--- config.mk ---
export PLATFORM = sky130hd
export DESIGN_NAME = pc_gen
export DESIGN_NICKNAME = d
export VERILOG_FILES = /design/src/rtl/pc_gen.sv
export SDC_FILE = /design/constraint.sdc
export NUM_CORES = 1
export LEC_CHECK = 0
export CORE_AREA = 4 4 171 156
export DETAILED_ROUTE_END_ITERATION = 6
export DIE_AREA = 0 0 175 160
export PLACE_DENSITY = 0.64
export SYNTH_ARGS = -nofsm -noshare
export SYNTH_HDL_FRONTEND = slang
export SYNTH_SLANG_ARGS = --single-unit
--- constraint.sdc ---
create_clock -name CLK -period 5.2 [get_ports CLK]
set_input_delay 0.52 -clock CLK [delete_from_list [all_inputs] [get_ports CLK]]
set_output_delay 0.52 -clock CLK [all_outputs]
set_load 0.02 [all_outputs]
--- src/rtl/pc_gen.sv ---
// pc_gen -- program counter generator with a return-address stack.
//
// Picks the next fetch PC from (highest priority first) a trap vector, an
// EX-stage redirect, a stall hold, a return-address-stack prediction, or
// the sequential PC+4. Calls push PC+4 onto a small circular stack and
// returns pop it. Only trap/redirect can move the PC during a stall.
//
// Ports:
//   CLK           in   clock, all state updates on the rising edge
//   RST           in   asynchronous active-high reset
//   PC_WRITE      in   advance enable (0 = stall sequential/push/pop paths)
//   TRAP_VALID    in   trap redirect request
//   TRAP_VEC      in   trap target
//   REDIR_VALID   in   EX-stage branch/jump redirect request
//   REDIR_TARGET  in   redirect target
//   RAS_PUSH      in   fetched instruction is a call
//   RAS_POP       in   fetched instruction is a return
//   PC_COUNT      out  registered current PC
//   PC_NEXT       out  combinational value PC_COUNT takes at the next edge
//   MISALIGN      out  PC_COUNT[1:0] != 0
//   RAS_EMPTY     out  stack holds no entries
//   RAS_FULL      out  stack holds RAS_DEPTH entries
module pc_gen #(
    parameter int                 WIDTH     = 32,
    parameter logic [WIDTH-1:0]   RESET_VEC = '0,
    parameter int                 RAS_DEPTH = 4
) (
    input  logic             CLK,
    input  logic             RST,
    input  logic             PC_WRITE,
    input  logic             TRAP_VALID,
    input  logic [WIDTH-1:0] TRAP_VEC,
    input  logic             REDIR_VALID,
    input  logic [WIDTH-1:0] REDIR_TARGET,
    input  logic             RAS_PUSH,
    input  logic             RAS_POP,
    output logic [WIDTH-1:0] PC_COUNT,
    output logic [WIDTH-1:0] PC_NEXT,
    output logic             MISALIGN,
    output logic             RAS_EMPTY,
    output logic             RAS_FULL
);

    // Top pointer spans exactly the entry array; count needs one more value
    // than that to represent "full".
    localparam int PW = (RAS_DEPTH > 1) ? $clog2(RAS_DEPTH) : 1;
    localparam int CW = $clog2(RAS_DEPTH + 1);
    localparam logic [CW-1:0] CNT_FULL = CW'(RAS_DEPTH);

    logic [WIDTH-1:0]                  pc_q;
    logic [PW-1:0]                     top_q;
    logic [CW-1:0]                     cnt_q;
    logic [RAS_DEPTH-1:0][WIDTH-1:0]   ras_q;

    logic [WIDTH-1:0] pc_plus4;
    logic             qual;
    logic             do_push;
    logic             do_pop;
    logic             ras_empty;
    logic             ras_full;

    assign pc_plus4  = pc_q + WIDTH'(4);   // wraps silently
    assign ras_empty = (cnt_q == '0);
    assign ras_full  = (cnt_q == CNT_FULL);

    // Stack ops only happen on an advancing, non-redirected fetch.
    assign qual    = PC_WRITE & ~TRAP_VALID & ~REDIR_VALID;
    assign do_push = qual & RAS_PUSH;
    assign do_pop  = qual & RAS_POP & ~ras_empty;

    always_comb begin
        PC_NEXT = pc_plus4;
        if (TRAP_VALID)       PC_NEXT = TRAP_VEC;
        else if (REDIR_VALID) PC_NEXT = REDIR_TARGET;
        else if (!PC_WRITE)   PC_NEXT = pc_q;
        else if (do_pop)      PC_NEXT = ras_q[top_q];
    end

    always_ff @(posedge CLK or posedge RST) begin
        if (RST) begin
            pc_q <= RESET_VEC;
        end else begin
            pc_q <= PC_NEXT;
        end
    end

    always_ff @(posedge CLK or posedge RST) begin
        if (RST) begin
            top_q <= '0;
            cnt_q <= '0;
            ras_q <= '0;
        end else if (do_push && do_pop) begin
            // Call and return in one fetch: the return consumes the top and
            // the call replaces it, so depth is unchanged.
            ras_q[top_q] <= pc_plus4;
        end else if (do_push) begin
            // When full, top+1 lands on the oldest entry and overwrites it.
            ras_q[top_q + PW'(1)] <= pc_plus4;
            top_q                 <= top_q + PW'(1);
            if (!ras_full) cnt_q  <= cnt_q + CW'(1);
        end else if (do_pop) begin
            top_q <= top_q - PW'(1);
            cnt_q <= cnt_q - CW'(1);
        end
    end

    assign PC_COUNT  = pc_q;
    assign MISALIGN  = |pc_q[1:0];
    assign RAS_EMPTY = ras_empty;
    assign RAS_FULL  = ras_full;

endmodule

==> impl_metrics.json <==
{
  "ys_warn_count": 0,
  "clockBufferDepth": 2,
  "ys_dominant_reg_cell": "dfrtp_1",
  "synth-edff-count": 0,
  "period_share_pct": 81.78,
  "synth_top_family_by_area": "compound AO/OA/AOI/OAI gates",
  "yosysSeqAreaShare_pct": 47.99,
  "fin_skew_ns": 0.01317,
  "insertedDiodeCount": 0,
  "synth_fa_ha_area_share_pct": 1.396,
  "pin_count": 138,
  "route.met2.wl_mm": 12.55,
  "highest_layer": "met4",
  "path_class": "reg -> out",
  "die_area_um2": 28000,
  "numPortBuffers": 137,
  "drive_above_1_share_pct": 13.63,
  "dpl-instance-area_um2": 10330,
  "fmax_mhz": 235.2,
  "via_per_inst": 5.398,
  "relSlewSlack_pct": 23.17,
  "synth_mux_area_share_pct": 12.10,
  "final_cell_area_um2": 10920,
  "power_density_nw_per_um2": 486.8,
  "hold_buffers": 0,
  "maxCapViolCount": 0,
  "die_x_um": 175,
  "areaGrowthSynthToFinish_pct": 26.95,
  "hold_viol": 0,
  "async_flop_share_pct": 100.0,
  "rsz0062_at_grt": "false",
  "status": "completed",
  "cts_root_buf": "clkbuf_16",
  "worst_slew_pin_slew_ns": 1.148,
  "cts_resized": 0,
  "antenna_found_initial": 0,
  "ys_types": 66,
  "leakage_nw": 4.391,
  "place.gp.congestion": 0.8520,
  "final.min_clock_period_ns": 4.253,
  "wl_met1_mm": 11.83,
  "tns_ns": 0,
  "path_clk_slew_ns": 0.07,
  "drc": 0,
  "hpwl_mm": 18.74,
  "synthXorXnorAreaFrac_pct": 3.359,
  "end_kind": "primary output",
  "rows": 55,
  "vias": 7115,
  "synth_compound_area_share_pct": 16.72,
  "wl_met3_mm": 1.453,
  "crit_path_max_fanout": 10,
  "synth-simple-area-share_pct": 14.31,
  "synth_area_um2": 8605,
  "peakVddDrop_uv": 244.7,
  "clk_latency_ns": 0.44,
  "grt_overflow": 0,
  "wl_mm": 26.50,
  "ys_top_cells_by_area": "dfrtp_1 48%, mux4_2 8.4%, a21oi_1 7.7%, nor2_1 5.7%, mux2_2 3.1%",
  "firstDrtPassIters": 5,
  "grt_max_degree": 89,
  "numCtsBuffers": 17,
  "grt_pass1_vias": 7172,
  "critPathLaunchType": "flip-flop",
  "whs_ns": 0.5082,
  "cts_sinks": 165,
  "grt_pass1_wl_mm": 41.86,
  "drt_iter0_markers": 588,
  "worstPathArrival_ns": 3.73,
  "cts_tree": "built",
  "nets": 1043,
  "avgRoutedWirePerCell_um": 20.11,
  "hp-class": "reg -> reg",
  "multi_input_area_um2": 4150,
  "sequential_cell_area_um2": 4130,
  "setup_viol": 0,
  "synth_cells": 845,
  "coreArea_um2": 24910,
  "syn-num-nets": 925,
  "ant_nets": 0,
  "synth_seq_cells": 165,
  "fp.dieH_um": 160,
  "cts_setup_buffers": 0,
  "cts.htree.levels": 4,
  "yosysTopAreaCell": "dfrtp_1",
  "final.fill_count": 2412,
  "syn_area_per_cell_um2": 10.18,
  "slew_violations": 0,
  "synth_top_area_share_pct": 47.99,
  "required_ns": 4.68,
  "start_util_pct": 34.54,
  "grt_util_all_layers_pct": 19.17
}
[final timing paths]
path | depth (start not counted) | slack, ns | to | start
max | 6 | 0.95 | PC_NEXT[30] | PC_COUNT[2]
min | 1 | 0.51 | ras_q[81] | ras_q[81]
min in group asynchronous | 2 | 0.62 | ras_q[122] | RST
min reg2reg | 1 | 0.51 | ras_q[81] | ras_q[81]
max in group asynchronous | 3 | 3.52 | PC_COUNT[21] | RST
max reg2reg | 9 | 1.91 | ras_q[83] | cnt_q[0]
[Yosys cell counts, drive strengths merged, types with 3 or more instances]
cell and instances:
dfrtp 165, a21oi 133, nor2 130, nand2 48, buf 42, o21ai 33
mux4 32, mux2 24, nand3 23, clkbuf 22, xor2 19, xnor2 14
inv 12, nor3 11, o211ai 10, a31oi 9, nand4 9, and3 8
ha 8, a22oi 7, a221o 6, a221oi 5, mux2i 5, nor3b 5
o22ai 5, nand2b 4, nor4 4, o221ai 4, a21boi 3, a21o 3
and4 3, nor2b 3, o31ai 3, or4 3
[per-stage QoR]
stage / cells / setup slack (ns) / total power, mW / utilization [%]
6_report: 1318 / 0.9475 / 5.317 / 43.85
5_1_grt: 1318 / 0.7847 / 5.651 / 43.85
4_1_cts: 1318 / 0.9797 / 5.340 / 43.85
3_5_place_dp: 1286 / 1.015 / 4.076 / 41.48
3_3_place_gp: 1286 / 1.109 / 4.023 / 41.48
2_1_floorplan: 845 / 0.2183 / 3.475 / -
[routing by layer]
metal  GRT usage, %  vias to the layer above
met2          30.36                      240
met5              0                        -
met4          6.962                        0
met3          3.645                       37
li1               -                     3301
met1          26.43                     3537
[cell families (layout without fill, tap and decap cells)]
| logic type | Yosys count | after routing |
|---|---|---|
| adder cells (fa/ha/maj) | 9 | 9 |
| XOR/XNOR | 33 | 33 |
| AO/OA/AOI/OAI | 240 | 240 |
| AND/OR/NAND/NOR | 261 | 261 |
| flip-flops | 165 | 165 |
| buffers and inverters | 76 | 207 |
| multiplexers | 61 | 61 |
[critical path: stages, from the launching register on]
cell,delay (ns)
dfrtp_1,0.53
ha_1,0.31
nand4_1,0.27
nor4_1,0.76
nand4_1,0.29
o21ai_0,0.42
clkdlybuf4s50_1,0.70
[final cells by class]
type / instances / share of cell area (%)
multi-input cells: 604 / 38.00
well taps: 342 / 3.918
flip-flops and latches: 165 / 37.81
inverters: 12 / 0.4582
clock buffers: 17 / 3.895
repair buffers: 163 / 14.41
clock inverters: 15 / 1.512
[report_power, final]
part / internal, mW / total [mW] / leakage (nW) / switching (mW)
Sequential: 1.83 / 2.22 / 1.99 / 0.394
Clock: 0.645 / 1.26 / 0.286 / 0.614
Combinational: 0.969 / 1.84 / 2.12 / 0.870
Total: 3.44 / 5.32 / 4.39 / 1.88
[placed cells by master (no fill, tap or decap), drive strengths merged, types with 23 or more instances in the layout]
| cell type | count |
|---|---|
| dfrtp | 165 |
| clkdlybuf4s50 | 136 |
| a21oi | 133 |
| nor2 | 130 |
| nand2 | 48 |
| o21ai | 33 |
| mux4 | 32 |
| buf | 27 |
| mux2 | 24 |
| nand3 | 23 |
[state kept, by name, indices dropped and copies added (netlist names)]
signal and count:
cnt_q 3, ras_q 128, top_q 2, PC_COUNT 32
(Power assumes the default switching activity.)
